--- src/rtl/aes_csr_bus_bridge_pkg.sv ---
// Shared types and constants for the AES CSR bus bridge.
//   - default bus widths and the byte-mask width that follows from them
//   - ALL_ONES_MASK: the only mask a Put may carry (no partial writes)
//   - A-channel and D-channel opcode enums
//   - FSM state encoding, used by the top module and its debug output
package aes_csr_bus_bridge_pkg;

  localparam int BUS_ADDR_W = 32;
  localparam int BUS_DATA_W = 32;
  localparam int BUS_SRC_W  = 8;
  localparam int BUS_MASK_W = BUS_DATA_W / 8;

  // One mask bit per data byte, all set.
  localparam logic [BUS_MASK_W-1:0] ALL_ONES_MASK = {BUS_MASK_W{1'b1}};

  typedef enum logic [2:0] {
    PutFullData    = 3'd0,
    PutPartialData = 3'd1,
    Get            = 3'd4
  } a_opcode_e;

  typedef enum logic [2:0] {
    AccessAck     = 3'd0,
    AccessAckData = 3'd1
  } d_opcode_e;

  // FSM state encoding.
  typedef logic [1:0] state_t;
  localparam state_t ST_IDLE   = 2'd0;
  localparam state_t ST_ACCESS = 2'd1;
  localparam state_t ST_RESP   = 2'd2;

endpackage

--- src/rtl/aes_csr_bus_bridge_if.sv ---
// Bus bundle between a TL-UL-style requester, the bridge and the CSR side.
// Signal names carry the direction as seen from the bridge.
//
// Handshake rules (both channels): a beat transfers on a rising clock edge
// where valid and ready are both high. A source that raised valid keeps it
// high, with its payload stable, until that edge. A-channel and D-channel
// never have a beat in flight at the same time (one outstanding request).
//
// CSR side: acc_en_o is a single-cycle strobe. wr_en_o/addr_o/wdata_o are
// meaningful only while acc_en_o is high. rdata_i is sampled in that cycle.
//
// Modports:
//   slave  - the bridge
//   master - the requester plus CSR target (e.g. a testbench)
interface aes_csr_bus_bridge_if #(
  parameter int ADDR_WIDTH = 32,
  parameter int DATA_WIDTH = 32,
  parameter int SRC_WIDTH  = 8
);
  localparam int MASK_WIDTH = DATA_WIDTH / 8;

  // A channel
  logic                  a_valid_i;
  logic                  a_ready_o;
  logic [2:0]            a_opcode_i;
  logic [ADDR_WIDTH-1:0] a_address_i;
  logic [DATA_WIDTH-1:0] a_data_i;
  logic [MASK_WIDTH-1:0] a_mask_i;
  logic [SRC_WIDTH-1:0]  a_source_i;
  // D channel
  logic                  d_valid_o;
  logic                  d_ready_i;
  logic [2:0]            d_opcode_o;
  logic [DATA_WIDTH-1:0] d_data_o;
  logic [SRC_WIDTH-1:0]  d_source_o;
  logic                  d_error_o;
  // CSR strobe interface
  logic                  acc_en_o;
  logic                  wr_en_o;
  logic [ADDR_WIDTH-1:0] addr_o;
  logic [DATA_WIDTH-1:0] wdata_o;
  logic [DATA_WIDTH-1:0] rdata_i;

  modport slave (
    input  a_valid_i, a_opcode_i, a_address_i, a_data_i, a_mask_i, a_source_i,
    input  d_ready_i, rdata_i,
    output a_ready_o, d_valid_o, d_opcode_o, d_data_o, d_source_o, d_error_o,
    output acc_en_o, wr_en_o, addr_o, wdata_o
  );

  modport master (
    output a_valid_i, a_opcode_i, a_address_i, a_data_i, a_mask_i, a_source_i,
    output d_ready_i, rdata_i,
    input  a_ready_o, d_valid_o, d_opcode_o, d_data_o, d_source_o, d_error_o,
    input  acc_en_o, wr_en_o, addr_o, wdata_o
  );

endinterface

--- src/rtl/aes_csr_req_check.sv ---
// Combinational legality decode for one A-channel request.
// Ports:
//   a_opcode_i    - request opcode
//   a_addr_lsb_i  - two low byte-address bits (word alignment)
//   a_mask_i      - byte mask
//   err_o         - request must be rejected
//   is_get_o      - opcode is Get
module aes_csr_req_check
  import aes_csr_bus_bridge_pkg::*;
#(
  parameter int MASK_WIDTH = BUS_MASK_W
) (
  input  logic [2:0]            a_opcode_i,
  input  logic [1:0]            a_addr_lsb_i,
  input  logic [MASK_WIDTH-1:0] a_mask_i,
  output logic                  err_o,
  output logic                  is_get_o
);

  logic op_legal;
  logic is_put;

  always_comb begin
    op_legal = 1'b0;
    is_put   = 1'b0;
    is_get_o = 1'b0;
    case (a_opcode_i)
      PutFullData, PutPartialData: begin
        op_legal = 1'b1;
        is_put   = 1'b1;
      end
      Get: begin
        op_legal = 1'b1;
        is_get_o = 1'b1;
      end
      default: ;
    endcase
  end

  // Writes must cover the whole word; a Get's mask is don't-care.
  assign err_o = !op_legal
              || (a_addr_lsb_i != 2'b00)
              || (is_put && !(&a_mask_i));

endmodule

--- src/rtl/aes_csr_bus_bridge.sv ---
// Bridge from a single-outstanding TL-UL-style bus to the CSR strobe.
// Each request walks IDLE -> ACCESS -> RESP. ACCESS is the single cycle in
// which the CSR strobe fires (legal requests only) and read data is captured.
// RESP holds the D-channel beat until it is accepted.
// Ports:
//   clk_i, rst_ni  - clock, asynchronous active-low reset
//   bus            - A/D channels and CSR strobe interface (slave side)
//   dbg_state_o    - current FSM state
module aes_csr_bus_bridge
  import aes_csr_bus_bridge_pkg::*;
#(
  parameter int ADDR_WIDTH = BUS_ADDR_W,
  parameter int DATA_WIDTH = BUS_DATA_W,
  parameter int SRC_WIDTH  = BUS_SRC_W
) (
  input  logic                      clk_i,
  input  logic                      rst_ni,
  aes_csr_bus_bridge_if.slave       bus,
  output state_t                    dbg_state_o
);

  localparam int MASK_WIDTH = DATA_WIDTH / 8;

  state_t                state_q, state_d;
  logic                  a_ready_q, a_ready_d;
  logic                  d_valid_q, d_valid_d;
  logic                  err_q, err_d;
  logic                  is_get_q, is_get_d;
  logic                  wr_en_q, wr_en_d;
  logic [ADDR_WIDTH-1:0] addr_q, addr_d;
  logic [DATA_WIDTH-1:0] wdata_q, wdata_d;
  d_opcode_e             d_opcode_q, d_opcode_d;
  logic [DATA_WIDTH-1:0] d_data_q, d_data_d;
  logic [SRC_WIDTH-1:0]  d_source_q, d_source_d;
  logic                  acc_en;

  logic req_err;
  logic req_is_get;

  aes_csr_req_check #(
    .MASK_WIDTH (MASK_WIDTH)
  ) u_req_check (
    .a_opcode_i   (bus.a_opcode_i),
    .a_addr_lsb_i (bus.a_address_i[1:0]),
    .a_mask_i     (bus.a_mask_i),
    .err_o        (req_err),
    .is_get_o     (req_is_get)
  );

  always_comb begin
    state_d    = state_q;
    a_ready_d  = a_ready_q;
    d_valid_d  = d_valid_q;
    err_d      = err_q;
    is_get_d   = is_get_q;
    wr_en_d    = wr_en_q;
    addr_d     = addr_q;
    wdata_d    = wdata_q;
    d_opcode_d = d_opcode_q;
    d_data_d   = d_data_q;
    d_source_d = d_source_q;
    acc_en     = 1'b0;

    unique case (state_q)
      ST_IDLE: begin
        // a_ready comes up one edge after reset release, then stays up
        // until a request is taken.
        a_ready_d = 1'b1;
        if (a_ready_q && bus.a_valid_i) begin
          a_ready_d  = 1'b0;
          state_d    = ST_ACCESS;
          err_d      = req_err;
          is_get_d   = req_is_get;
          d_source_d = bus.a_source_i;
          // Rejected requests leave the CSR-side fields untouched so they
          // keep showing the last legal access.
          if (!req_err) begin
            addr_d  = bus.a_address_i;
            wdata_d = bus.a_data_i;
            wr_en_d = !req_is_get;
          end
        end
      end
      ST_ACCESS: begin
        acc_en    = !err_q;
        state_d   = ST_RESP;
        d_valid_d = 1'b1;
        if (!err_q && is_get_q) begin
          d_data_d   = bus.rdata_i;
          d_opcode_d = AccessAckData;
        end else begin
          d_data_d   = '0;
          d_opcode_d = AccessAck;
        end
      end
      ST_RESP: begin
        if (bus.d_ready_i) begin
          state_d   = ST_IDLE;
          d_valid_d = 1'b0;
          a_ready_d = 1'b1;
        end
      end
      default: state_d = ST_IDLE;
    endcase
  end

  always_ff @(posedge clk_i or negedge rst_ni) begin
    if (!rst_ni) begin
      state_q    <= ST_IDLE;
      a_ready_q  <= 1'b0;
      d_valid_q  <= 1'b0;
      err_q      <= 1'b0;
      is_get_q   <= 1'b0;
      wr_en_q    <= 1'b0;
      addr_q     <= '0;
      wdata_q    <= '0;
      d_opcode_q <= AccessAck;
      d_data_q   <= '0;
      d_source_q <= '0;
    end else begin
      state_q    <= state_d;
      a_ready_q  <= a_ready_d;
      d_valid_q  <= d_valid_d;
      err_q      <= err_d;
      is_get_q   <= is_get_d;
      wr_en_q    <= wr_en_d;
      addr_q     <= addr_d;
      wdata_q    <= wdata_d;
      d_opcode_q <= d_opcode_d;
      d_data_q   <= d_data_d;
      d_source_q <= d_source_d;
    end
  end

  // acc_en is decoded from registered state only, so an asynchronous reset
  // drops it at once.
  assign bus.acc_en_o   = acc_en;
  assign bus.wr_en_o    = wr_en_q;
  assign bus.addr_o     = addr_q;
  assign bus.wdata_o    = wdata_q;
  assign bus.a_ready_o  = a_ready_q;
  assign bus.d_valid_o  = d_valid_q;
  assign bus.d_opcode_o = d_opcode_q;
  assign bus.d_data_o   = d_data_q;
  assign bus.d_source_o = d_source_q;
  assign bus.d_error_o  = err_q;
  assign dbg_state_o    = state_q;

endmodule
--- src/flat_wrapper.sv ---
// flat-port wrapper written by rule: the top's interface ports become plain ports
module aes_csr_bus_bridge_flat import aes_csr_bus_bridge_pkg::*;
#(
  parameter int ADDR_WIDTH = BUS_ADDR_W,
  parameter int DATA_WIDTH = BUS_DATA_W,
  parameter int SRC_WIDTH  = BUS_SRC_W
)
  (clk_i, rst_ni, dbg_state_o, bus_a_valid_i, bus_a_opcode_i, bus_a_address_i, bus_a_data_i, bus_a_mask_i, bus_a_source_i, bus_d_ready_i, bus_rdata_i, bus_a_ready_o, bus_d_valid_o, bus_d_opcode_o, bus_d_data_o, bus_d_source_o, bus_d_error_o, bus_acc_en_o, bus_wr_en_o, bus_addr_o, bus_wdata_o);
  aes_csr_bus_bridge_if #(.ADDR_WIDTH(ADDR_WIDTH), .DATA_WIDTH(DATA_WIDTH), .SRC_WIDTH(SRC_WIDTH)) bus_i ();
  input  logic clk_i;
  input  logic rst_ni;
  output state_t dbg_state_o;
  input wire logic [$bits(bus_i.a_valid_i)-1:0] bus_a_valid_i;
  input wire logic [$bits(bus_i.a_opcode_i)-1:0] bus_a_opcode_i;
  input wire logic [$bits(bus_i.a_address_i)-1:0] bus_a_address_i;
  input wire logic [$bits(bus_i.a_data_i)-1:0] bus_a_data_i;
  input wire logic [$bits(bus_i.a_mask_i)-1:0] bus_a_mask_i;
  input wire logic [$bits(bus_i.a_source_i)-1:0] bus_a_source_i;
  input wire logic [$bits(bus_i.d_ready_i)-1:0] bus_d_ready_i;
  input wire logic [$bits(bus_i.rdata_i)-1:0] bus_rdata_i;
  output wire logic [$bits(bus_i.a_ready_o)-1:0] bus_a_ready_o;
  output wire logic [$bits(bus_i.d_valid_o)-1:0] bus_d_valid_o;
  output wire logic [$bits(bus_i.d_opcode_o)-1:0] bus_d_opcode_o;
  output wire logic [$bits(bus_i.d_data_o)-1:0] bus_d_data_o;
  output wire logic [$bits(bus_i.d_source_o)-1:0] bus_d_source_o;
  output wire logic [$bits(bus_i.d_error_o)-1:0] bus_d_error_o;
  output wire logic [$bits(bus_i.acc_en_o)-1:0] bus_acc_en_o;
  output wire logic [$bits(bus_i.wr_en_o)-1:0] bus_wr_en_o;
  output wire logic [$bits(bus_i.addr_o)-1:0] bus_addr_o;
  output wire logic [$bits(bus_i.wdata_o)-1:0] bus_wdata_o;
  assign bus_i.a_valid_i = bus_a_valid_i;
  assign bus_i.a_opcode_i = bus_a_opcode_i;
  assign bus_i.a_address_i = bus_a_address_i;
  assign bus_i.a_data_i = bus_a_data_i;
  assign bus_i.a_mask_i = bus_a_mask_i;
  assign bus_i.a_source_i = bus_a_source_i;
  assign bus_i.d_ready_i = bus_d_ready_i;
  assign bus_i.rdata_i = bus_rdata_i;
  assign bus_a_ready_o = bus_i.a_ready_o;
  assign bus_d_valid_o = bus_i.d_valid_o;
  assign bus_d_opcode_o = bus_i.d_opcode_o;
  assign bus_d_data_o = bus_i.d_data_o;
  assign bus_d_source_o = bus_i.d_source_o;
  assign bus_d_error_o = bus_i.d_error_o;
  assign bus_acc_en_o = bus_i.acc_en_o;
  assign bus_wr_en_o = bus_i.wr_en_o;
  assign bus_addr_o = bus_i.addr_o;
  assign bus_wdata_o = bus_i.wdata_o;
  aes_csr_bus_bridge #(.ADDR_WIDTH(ADDR_WIDTH), .DATA_WIDTH(DATA_WIDTH), .SRC_WIDTH(SRC_WIDTH)) u_core (.clk_i(clk_i), .rst_ni(rst_ni), .bus(bus_i), .dbg_state_o(dbg_state_o));
endmodule
--- config.mk ---
export PLATFORM = sky130hd
export DESIGN_NAME = aes_csr_bus_bridge_flat
export DESIGN_NICKNAME = d
export VERILOG_FILES = /design/src/rtl/aes_csr_bus_bridge_pkg.sv /design/src/rtl/aes_csr_bus_bridge_if.sv /design/src/rtl/aes_csr_req_check.sv /design/src/rtl/aes_csr_bus_bridge.sv /design/src/flat_wrapper.sv
export SDC_FILE = /design/constraint.sdc
export NUM_CORES = 1
export LEC_CHECK = 0
export ABC_AREA = 1
export CORE_ASPECT_RATIO = 0.5
export CORE_MARGIN = 2
export CORE_UTILIZATION = 40
export CTS_CLUSTER_SIZE = 40
export DETAILED_ROUTE_END_ITERATION = 12
export GPL_ROUTABILITY_DRIVEN = 0
export HOLD_SLACK_MARGIN = 0.12
export PLACE_DENSITY = 0.88
export SLEW_MARGIN = 20
export SYNTH_ARGS = -nofsm -noshare
export SYNTH_HDL_FRONTEND = slang
export SYNTH_SLANG_ARGS = --single-unit
--- constraint.sdc ---
create_clock -name clk_i -period 1.75 [get_ports clk_i]
set_clock_uncertainty 0.1 [all_clocks]
set_input_delay 0.35 -clock clk_i [delete_from_list [all_inputs] [get_ports clk_i]]
set_output_delay 0.35 -clock clk_i [all_outputs]
set_load 0.05 [all_outputs]
==> run metrics <==
Post-Synth XOR/XNOR Area=0%; mapped cell area=~0.0045 mm²; Iter 0 DRT Violations=287; Post-Synthesis Cells=slightly below 500; largest net degree at the start of global routing=64; Port Buffer Count=226; post-synthesis mux area share=0%; CTS tree=built; WS Path Type=reg -> out; Sw Pwr=5.49 mW; WL per Instance=15.3 µm; Largest stage delay, worst path=380 ps; clock sinks=112; Top Metal Used=met4; Clock power frac=18.2%; Post-Place Cells=854; Starting Density=41.2%; H-tree levels=3; combinational share of power=roughly half; crit path cell chain=inv_1 -> nor2_2 -> inv_2 -> nor2_4 -> buf_12; final WL=13.4 mm; VDD IR max=0.763 mV; worst setup path start=u_core.dbg_state_o[0]; share of cells above drive strength 1=a little under a quarter; P_int=~6.4 mW; CP endpoint kind=output pin; Area Overhead vs Synth=59.1%; Sw Share=46.2%; core footprint=between 0.01 and 0.015 mm²; Die Wd=155 µm; I/O pin count=229; outcome=finished clean; worst r2r dst=u_core.bus.addr_o[2]; LEAKAGE=about 3.8 nW; Post-Route M1 WL=5.26 mm; Post-Syn Area per Cell=a little over 9 µm²; post-DP HPWL=9.65 mm; largest family of logic cells by synthesized area=simple AND/OR/NAND/NOR gates; reg2reg path depth=8; #FFs+latches synth=112; DR WL met2=7.12 mm; max_cap viols=0; CTS Buffer Depth=2; Row Count=27; Unique masters post-synth=23; Warnings, synthesis=0; PwrDens=1640 mW/mm²; hold crit path type=reg -> reg; Worst R2R Start=u_core.dbg_state_o[1]; CTS root buf=clkbuf_16; Vias/cell=4.97; GRT Util Overall=22.1%; crit-path max FO=3; max-slew violation count=0; R2R Setup Slk=150 ps; Synth Area in Adders=0%; Slowest cell on crit path=dfrtp_2; most common cell after layout, fill and taps aside=nand2_1; fin nets=840; Post-Synth Simple-Gate Area=32.7%; Highest Clock Rate=591 MHz; clock slew at reported path FFs=70 ps; Worst Hold Depth=2; RSZ-0062 raised after global routing=yes; required time of the critical path=1300 ps; worst path arrival time=1240 ps; Final period util=a little over nine tenths; post-synthesis sequential area ratio=61.8%; sequential power share=32.3%; # DRC=0; drt first pass iters=4; clock buffer count from CTS=9; fin util=about two thirds; fin crit period=1690 ps; met3 WL=666 µm; Hold Path Origin=u_core.bus.wdata_o[20]; Worst Hold End=u_core.bus.wdata_o[20]; die area=0.0123 mm²; Final Non-Filler Cells=875; most frequent cells in the layout=nand2_1 (228), buf_4 (128), clkdlybuf4s50_1 (113); initial antenna violation count=0; total gr overflow=0; Setup Viol. Count Final=0; worst-skew pair later-pin latency=340 ps; Routed Antenna Nets=0; routed vias=4349; Final Hold Fails=0; Compound-Gate Fraction of Synth Area=0.717%; crit path launch type=register; number of global-route vias before repair=about 4.4k; ANT cells=0; wire length of the first global-routing pass=roughly 21 mm; Die Height=79.3 µm
-- cell families after synthesis --
| logic type | count (synthesis) |
|---|---|
| buf+inv | 44 |
| compound gates | 5 |
| simple gates | 335 |
| flops | 112 |
| other cells | 1 |
-- state kept, by name (all words and copies together) (netlist names) --
register	flops
u_core.bus.d_source_o	8
u_core.bus.d_data_o	32
u_core.bus.d_opcode_o	1
u_core.bus.d_valid_o	1
u_core.bus.d_error_o	1
u_core.is_get_q	1
u_core.bus.addr_o	32
u_core.bus.wdata_o	32
u_core.bus.wr_en_o	1
u_core.dbg_state_o	2
u_core.bus.a_ready_o	1
-- layout make-up --
type | instances | area (µm²)
inverters | 6 | 22.5
multi-input cells | 342 | 1550
flip-flops and latches | 112 | 2810
well taps | 145 | 181
clock buffers | 14 | 284
clock inverters | 2 | 35.0
fillers | 870 | 3800
repair buffers | 254 | 2340
-- worst max path at each step --
stage | to | slack [ps] | depth (start not counted)
floorplan | u_core.bus.addr_o[24] | 9 | 9
global placement | u_core.bus.addr_o[16] | -180 | 7
detailed placement | u_core.bus.addr_o[29] | -190 | 7
CTS | bus_acc_en_o | 30 | 5
global route | bus_acc_en_o | 10 | 5
finish | bus_acc_en_o | 60 | 5
-- Yosys cell counts --
master | count | share of area [%]
clkinv_1 | 1 | 0.083
inv_1 | 2 | 0.17
nor2_2 | 2 | 0.28
o21ai_2 | 1 | 0.19
buf_2 | 6 | 0.66
nand3_1 | 33 | 3.6
inv_2 | 3 | 0.25
buf_6 | 4 | 0.99
buf_1 | 1 | 0.083
nor2_1 | 4 | 0.33
nand2_1 | 228 | 19
nor2b_1 | 1 | 0.14
nand4_1 | 63 | 8.7
clkbuf_1 | 24 | 2.0
nand3_2 | 1 | 0.22
conb_1 | 1 | 0.083
buf_4 | 3 | 0.50
nor2_4 | 1 | 0.25
a21oi_2 | 1 | 0.19
or2_1 | 1 | 0.14
dfrtp_1 | 112 | 62
o21ai_0 | 3 | 0.33
nand2_2 | 1 | 0.14
-- per-stage QoR --
| step | setup TNS (ps) | setup WS (ps) | hold WS, ps | total power, mW | cell area, µm² |
|---|---|---|---|---|---|
| finish | 0 | 57.6 | 372 | 11.9 | 7220 |
| global route | 0 | 13.5 | 398 | 12.4 | 7220 |
| CTS | 0 | 29.8 | 376 | 11.9 | 7200 |
| detailed placement | -9870 | -194 | 234 | 9.70 | 6850 |
| global placement | -9670 | -177 | 224 | 9.58 | 6850 |
| floorplan | 0 | 9.27 | -45.6 | 7.52 | 4540 |
-- critical path, delay by kind of cell (launching register included) --
family                 cells  cell delay [ps]
DFF                        1              380
buffers and inverters      3              290
and+or+nand+nor            2              230
-- power by group through the flow --
stage	Combinational, mW	Sequential (mW)	Clock (mW)
5_1_grt	6.17	3.93	2.30
4_1_cts	5.90	3.82	2.20
3_5_place_dp	5.84	3.86	0
2_1_floorplan	0.987	6.54	0
3_3_place_gp	5.73	3.85	0
6_report	5.88	3.83	2.16
-- layer usage --
| metal | up-vias | track usage (%) |
|---|---|---|
| met3 | 28 | 5.08 |
| met5 | - | 0 |
| met2 | 148 | 40.4 |
| li1 | 2084 | - |
| met4 | 0 | 8.06 |
| met1 | 2089 | 25.8 |
-- what timing repair did --
item                                    in CTS  in global routing
pin swaps                                    0                  1
resized for setup                            1                  1
hold buffers                                 1                  0
buffers inserted                             2                  2
endpoints found under the setup margin       1                  7
hold endpoints to repair                    28                  0
No activity file was read; power rests on OpenSTA's default activity.
